<file path="src/rtl/scheduler_pkg.sv">
// scheduler_pkg: opcode classes, scheduler states and operand-use decode for decode_scoreboard_scheduler.
package scheduler_pkg;
  localparam logic [3:0] OP_NOP    = 4'd0;
  localparam logic [3:0] OP_ALU_LO = 4'd1;
  localparam logic [3:0] OP_ALU_HI = 4'd7;
  localparam logic [3:0] OP_IMM_LO = 4'd8;
  localparam logic [3:0] OP_IMM_HI = 4'd9;
  localparam logic [3:0] OP_LOAD   = 4'd10;
  localparam logic [3:0] OP_STORE  = 4'd11;
  localparam logic [3:0] OP_BR_LO  = 4'd12;
  localparam logic [3:0] OP_BR_HI  = 4'd14;
  localparam logic [3:0] OP_HALT   = 4'd15;

  typedef enum logic [1:0] {RUN, DRAIN, HALTED} sched_state_t;

  typedef struct packed {
    logic usesR1;
    logic usesR2;
    logic writesDest;
  } op_use_t;

  function automatic op_use_t decode_use(input logic [3:0] op);
    logic alu, imm, br;
    alu = op >= OP_ALU_LO && op <= OP_ALU_HI;
    imm = op >= OP_IMM_LO && op <= OP_IMM_HI;
    br  = op >= OP_BR_LO && op <= OP_BR_HI;
    decode_use.usesR1     = alu | br | op == OP_LOAD | op == OP_STORE;
    decode_use.usesR2     = alu | br | op == OP_STORE;
    decode_use.writesDest = alu | imm | op == OP_LOAD;
  endfunction
endpackage

</file>
<file path="src/rtl/scoreboard_counters.sv">
// scoreboard_counters: per-register pending-write counters with sticky underflow flag.
// SCOREBOARD_BYPASS_EN: eff_o already reflects this cycle's writeback.
module scoreboard_counters #(
  parameter int REGNUM       = 16,
  parameter int ADDRESSWIDTH = 4,
  parameter int CNTWIDTH     = 2
) (
  input  logic                             clock,
  input  logic                             reset,
  input  logic                             inc_i,
  input  logic [ADDRESSWIDTH-1:0]          inc_addr_i,
  input  logic                             dec_i,
  input  logic [ADDRESSWIDTH-1:0]          dec_addr_i,
  output logic [REGNUM-1:0][CNTWIDTH-1:0]  eff_o,
  output logic                             all_zero_o,
  output logic                             underflow_o
);
  logic [REGNUM-1:0][CNTWIDTH-1:0] pend_q, pend_d;
  logic err_q, err_d, dec_ok;

  assign dec_ok      = dec_i & (pend_q[dec_addr_i] != '0);
  assign err_d       = err_q | (dec_i & (pend_q[dec_addr_i] == '0));
  assign underflow_o = err_q;

  // all_zero_o looks at the post-writeback count so DRAIN can exit the same cycle
  always_comb begin
    all_zero_o = 1'b1;
    for (int r = 0; r < REGNUM; r++) begin
      pend_d[r] = pend_q[r] + CNTWIDTH'(inc_i && inc_addr_i == ADDRESSWIDTH'(r))
                            - CNTWIDTH'(dec_ok && dec_addr_i == ADDRESSWIDTH'(r));
`ifdef SCOREBOARD_BYPASS_EN
      eff_o[r] = pend_q[r] - CNTWIDTH'(dec_ok && dec_addr_i == ADDRESSWIDTH'(r));
`else
      eff_o[r] = pend_q[r];
`endif
      all_zero_o &= pend_d[r] == '0;
    end
  end

  always_ff @(posedge clock or negedge reset)
    if (!reset) begin
      pend_q <= '0;
      err_q  <= 1'b0;
    end else begin
      pend_q <= pend_d;
      err_q  <= err_d;
    end
endmodule

</file>
<file path="src/rtl/decode_scoreboard_scheduler.sv">
// decode_scoreboard_scheduler: RAW/WAW hazard issue gating plus HALT drain sequencing.
// Optional SCOREBOARD_BYPASS_EN lets a same-cycle writeback unblock decode.
module decode_scoreboard_scheduler
  import scheduler_pkg::*;
#(
  parameter int REGNUM       = 16,
  parameter int ADDRESSWIDTH = 4,
  parameter int OPCODEWIDTH  = 4,
  parameter int CNTWIDTH     = 2
) (
  input  logic                    clock,
  input  logic                    reset,
  input  logic                    decValid,
  input  logic [OPCODEWIDTH-1:0]  opcode,
  input  logic [ADDRESSWIDTH-1:0] reg1Address,
  input  logic [ADDRESSWIDTH-1:0] reg2Address,
  input  logic [ADDRESSWIDTH-1:0] regDestinationAddress,
  input  logic                    wbValid,
  input  logic [ADDRESSWIDTH-1:0] wbAddress,
  input  logic                    resume,
  output logic                    issue,
  output logic                    stall,
  output logic                    draining,
  output logic                    halted,
  output logic                    errUnderflow
);
  sched_state_t state_q, state_d;
  op_use_t use_w;
  logic [3:0] op4;
  logic [REGNUM-1:0][CNTWIDTH-1:0] eff;
  logic hazard, all_zero;

  assign op4   = 4'(opcode);
  assign use_w = decode_use(op4);

  scoreboard_counters #(
    .REGNUM(REGNUM), .ADDRESSWIDTH(ADDRESSWIDTH), .CNTWIDTH(CNTWIDTH)
  ) u_sb (
    .clock(clock), .reset(reset),
    .inc_i(issue & use_w.writesDest), .inc_addr_i(regDestinationAddress),
    .dec_i(wbValid), .dec_addr_i(wbAddress),
    .eff_o(eff), .all_zero_o(all_zero), .underflow_o(errUnderflow)
  );

  assign hazard = (use_w.usesR1 & (eff[reg1Address] != '0))
                | (use_w.usesR2 & (eff[reg2Address] != '0))
                | (use_w.writesDest & (eff[regDestinationAddress] == '1));
  // reset gates decValid so outputs drop the instant reset asserts
  assign issue = reset & decValid & (state_q == RUN) & ~hazard;
  assign stall = reset & decValid & ~issue;

  always_ff @(posedge clock or negedge reset)
    if (!reset) state_q <= RUN;
    else        state_q <= state_d;

  always_comb
    state_d = state_q == RUN   ? ((issue && op4 == OP_HALT) ? DRAIN : RUN)
            : state_q == DRAIN ? (all_zero ? HALTED : DRAIN)
            :                    (resume ? RUN : HALTED);

  always_comb begin
    draining = state_q == DRAIN;
    halted   = state_q == HALTED;
  end
endmodule

</file>
<file path="config.mk">
export PLATFORM = sky130hd
export DESIGN_NAME = decode_scoreboard_scheduler
export DESIGN_NICKNAME = d
export VERILOG_FILES = /design/src/rtl/scheduler_pkg.sv /design/src/rtl/scoreboard_counters.sv /design/src/rtl/decode_scoreboard_scheduler.sv
export SDC_FILE = /design/constraint.sdc
export NUM_CORES = 1
export LEC_CHECK = 0
export BUFFER_PORTS_ARGS = -buffer_cell sky130_fd_sc_hd__buf_2
export CAP_MARGIN = 20
export CORE_ASPECT_RATIO = 1.25
export CORE_MARGIN = 4
export CORE_UTILIZATION = 45
export CTS_BUF_LIST = sky130_fd_sc_hd__clkbuf_8
export DETAILED_ROUTE_END_ITERATION = 12
export GPL_ROUTABILITY_DRIVEN = 0
export GPL_TIMING_DRIVEN = 0
export PLACE_DENSITY = 0.76
export SYNTH_ARGS = -nofsm -noshare
export SYNTH_HDL_FRONTEND = slang
export SYNTH_HIERARCHICAL = 1
export SYNTH_SLANG_ARGS = --single-unit
</file>
<file path="constraint.sdc">
create_clock -name clock -period 3.74 [get_ports clock]
set_input_delay 0.187 -clock clock [delete_from_list [all_inputs] [get_ports clock]]
set_output_delay 0.187 -clock clock [all_outputs]
set_load 0.01 [all_outputs]
</file>
==> flow_metrics.py <==
metrics = {
    "placement": {
        "hpwl_microns": 6480,
        "pre_cts_slack_ns": -0.988,
        "port_buffers": 24,
    },
    "critical_path": {
        "cp-start-kind": "register",
        "cp.required_ns": 3.92,
        "crit_chain": "and3b_1, a311o_1, a21oi_1, nor4b_1, nor4_2, nor3b_4, or3b_4, or3_1, ha_1, inv_1, ha_4, xnor2_2, xnor2_1, nor4_2, nand4_1, nor4_4, inv_1, a22o_1",
        "critPathTopFamily": "simple AND/OR/NAND/NOR gates",
        "max_stage_delay_ns": 0.42,
        "cp_max_fo": 3,
        "crit_type": "register to register",
        "cp_num_buf_inv": 2,
        "critPathCaptureType": "register",
        "slowest_stage": "or3b_4",
        "worstPathArrival_ns": 4.59,
    },
    "global_routing": {
        "grt.overflow.total": 0,
        "grt_pass1_vias": 2834,
        "grt_max_degree": 37,
        "grtUsageTotal": 0.218,
        "antenna_found_initial": 0,
        "grt_pass1_wl_microns": 13400,
    },
    "timing": {
        "finalHoldViolCount": 24,
        "worstMarginPinSlew_ns": 0.828,
        "worst_slack_ns": -0.667,
        "timing.hold.ws_ns": -0.0131,
        "fin_crit_sh": 1.18,
        "setup_viol": 2,
        "setup_tns_ns": -1.29,
        "slew_viol_final": 0,
        "timing.fmax_mhz": 227,
        "rsz0062_at_grt": "yes",
        "skew_ns": 0.00839,
        "finalCriticalPeriod_ns": 4.41,
        "max_slew_margin": 0.448,
    },
    "status": {
        "outcome": "finished with violations",
        "violations": "hold timing, setup timing",
    },
    "cts": {
        "cts_buffer_depth": 2,
        "clk_pin_slew_worst_paths_ns": 0.07,
        "cts_tree": "done",
        "clock_latency_ns": 0.30,
        "cts_sinks": 35,
        "cts_root_buf": "clkbuf_8",
        "h-tree-depth": 2,
        "cts_buffers": 5,
    },
    "job": {
        "drv_cap": 0,
    },
    "logic_synthesis": {
        "ys_seq_area_frac": 0.290,
        "synth_edf_count": 0,
        "syn_area_per_cell_sq_um": 8.87,
        "netlist_area_sq_um": 3020,
        "syn_inst": 340,
        "synthFlopType": "dfrtp_1",
        "async_flop_share": 1.00,
        "yosys_register_bits": 35,
        "ys_warn_count": 6,
        "synth_nets": 397,
        "ys_types": 56,
    },
    "worst_hold_path": {
        "hp-class": "input port to asynchronous set/reset pin",
    },
    "routing": {
        "drt_iter0_markers": 159,
        "detail_route.wl_per_cell_microns": 18.0,
        "drc": 0,
        "ant_nets": 0,
        "wirelength_microns": 8350,
        "drt-pass1-iter-count": 4,
        "via_per_inst": 5.99,
        "via_count": 2787,
    },
    "pwr": {
        "ir_worst_vdd_mv": 0.194,
        "power_mw": 1.92,
        "power_density_nw_per_um2": 546,
        "p_leak_nw": 1.51,
    },
    "layout": {
        "utilization": 0.539,
        "multi_input_area_sq_um": 2090,
        "diodes": 0,
        "area_growth_pct": 16.6,
        "drive_above_1_share": 0.222,
        "nFillCells": 628,
        "fin_nets": 435,
        "register_area_sq_um": 878,
    },
    "die": {
        "dieArea_sq_um": 8080,
        "die_h_microns": 99.5,
        "die_width_microns": 81.2,
        "coreArea_sq_um": 6520,
        "ios": 30,
        "placementRows": 33,
        "initial_utilization": 0.462,
    },
}
## state kept, by name (all words and copies together), names as in the netlist
| name | flops |
|---|---|
| u_sb/eff_o | 32 |
| state_q | 2 |
| u_sb/underflow_o | 1 |
## cells in the final DEF (no fill, tap or decap), types with 5 or more instances in the layout
| cell | n |
|---|---|
| nor3_1 | 28 |
| xnor2_1 | 31 |
| nand3_1 | 11 |
| nor2_1 | 21 |
| o21ai_0 | 5 |
| buf_2 | 26 |
| nor3_2 | 7 |
| dfrtp_1 | 33 |
| nand2_1 | 27 |
| ha_1 | 31 |
| clkbuf_8 | 6 |
| inv_1 | 24 |
| clkbuf_1 | 5 |
| buf_4 | 7 |
| nor4_1 | 8 |
| a21oi_1 | 10 |
| nor4_2 | 5 |
| nor2b_1 | 7 |
## cells in the mapped netlist, types with 2 or more instances
library cell / instances / share of area
nand2b_1: 4 / 0.0083
a22o_1: 2 / 0.0058
ha_1: 32 / 0.13
dfrtp_1: 35 / 0.29
a211oi_1: 3 / 0.0075
nand3b_1: 4 / 0.010
a311o_1: 2 / 0.0066
nor2b_1: 7 / 0.015
a21oi_1: 12 / 0.020
xnor2_1: 32 / 0.093
or3_1: 3 / 0.0062
nor4_1: 14 / 0.029
a2111o_1: 2 / 0.0075
and3_1: 3 / 0.0062
o211ai_1: 4 / 0.010
nor3_2: 5 / 0.017
clkbuf_1: 5 / 0.0062
nor4b_1: 2 / 0.0058
nand2_1: 27 / 0.034
buf_6: 4 / 0.015
o21ai_0: 5 / 0.0083
nor4_2: 2 / 0.0083
nor3_1: 30 / 0.050
or3b_1: 3 / 0.0087
o2111ai_1: 3 / 0.0087
mux4_2: 2 / 0.015
buf_2: 2 / 0.0033
nor2_1: 24 / 0.030
nand3_1: 11 / 0.018
inv_1: 24 / 0.030
and3b_1: 2 / 0.0058
nand4_1: 4 / 0.0083
nor3b_1: 3 / 0.0075
## power breakdown
group          switching (mW)  total [mW]  internal [mW]
logic                   0.457       0.833          0.377
registers               0.256       0.804          0.548
clock network           0.140       0.284          0.144
total                   0.852        1.92           1.07
## worst paths after layout
kind | cells past startpoint | to | slack (ns) | from
max in group asynchronous | 1 | u_sb/eff_o[1] | 3.19 | reset
min in group clock | 2 | u_sb/underflow_o | 0.19 | wbValid
worst max register to register | 18 | state_q[0] | -0.67 | u_sb/eff_o[16]
worst min register to register | 1 | u_sb/underflow_o | 0.47 | u_sb/underflow_o
worst min-delay path | 1 | u_sb/eff_o[30] | -0.01 | reset
worst max-delay path | 18 | state_q[0] | -0.67 | u_sb/eff_o[16]
## routing by layer
layer / global-route usage / wire (microns) / up-vias / part of all wire
met4: 0.151 / 554 / 0 / 0.066
met5: 0 / 0 / - / 0
met2: 0.362 / 4080 / 121 / 0.49
li1: - / - / 1311 / -
met1: 0.252 / 3140 / 1312 / 0.38
met3: 0.0344 / 575 / 43 / 0.069
## kinds of logic (layout without fill, tap and decap cells)
family                     Yosys count  count (layout)  share of synthesized area
muxes                                2               2                     0.0149
and+or+nand+nor                    157             157                      0.302
adders and majority gates           32              32                      0.133
AOI/OAI and AO/OA                   44              44                      0.107
xor gates and xnor gates            32              32                     0.0929
buffers and inverters               38              76                     0.0598
DFF                                 35              35                      0.290
## repair_timing
action / 4_1_cts / 5_1_grt
endpoints found under the setup margin: 2 / 2
hold buffers: 0 / 0
setup buffers: 6 / 1
pin swaps: 3 / 3
resized for setup: 8 / 14
## through the flow
step / instance area, sq um / std cells
2_1_floorplan: 3020 / 340
6_report: 3520 / 465
4_1_cts: 3420 / 464
3_5_place_dp: 3250 / 451
3_3_place_gp: 3250 / 451
5_1_grt: 3520 / 465
## area by class of cell
class	instances	share of cell area
Tap cell	87	0.0309
Inverter	24	0.0256
Clock buffer	6	0.0235
Buffer	14	0.0256
Clock inverter	1	0.00142
Multi-Input combinational cell	267	0.594
Timing Repair Buffer	31	0.0491
Sequential cell	35	0.250
No activity file was read; power rests on OpenSTA's default activity.
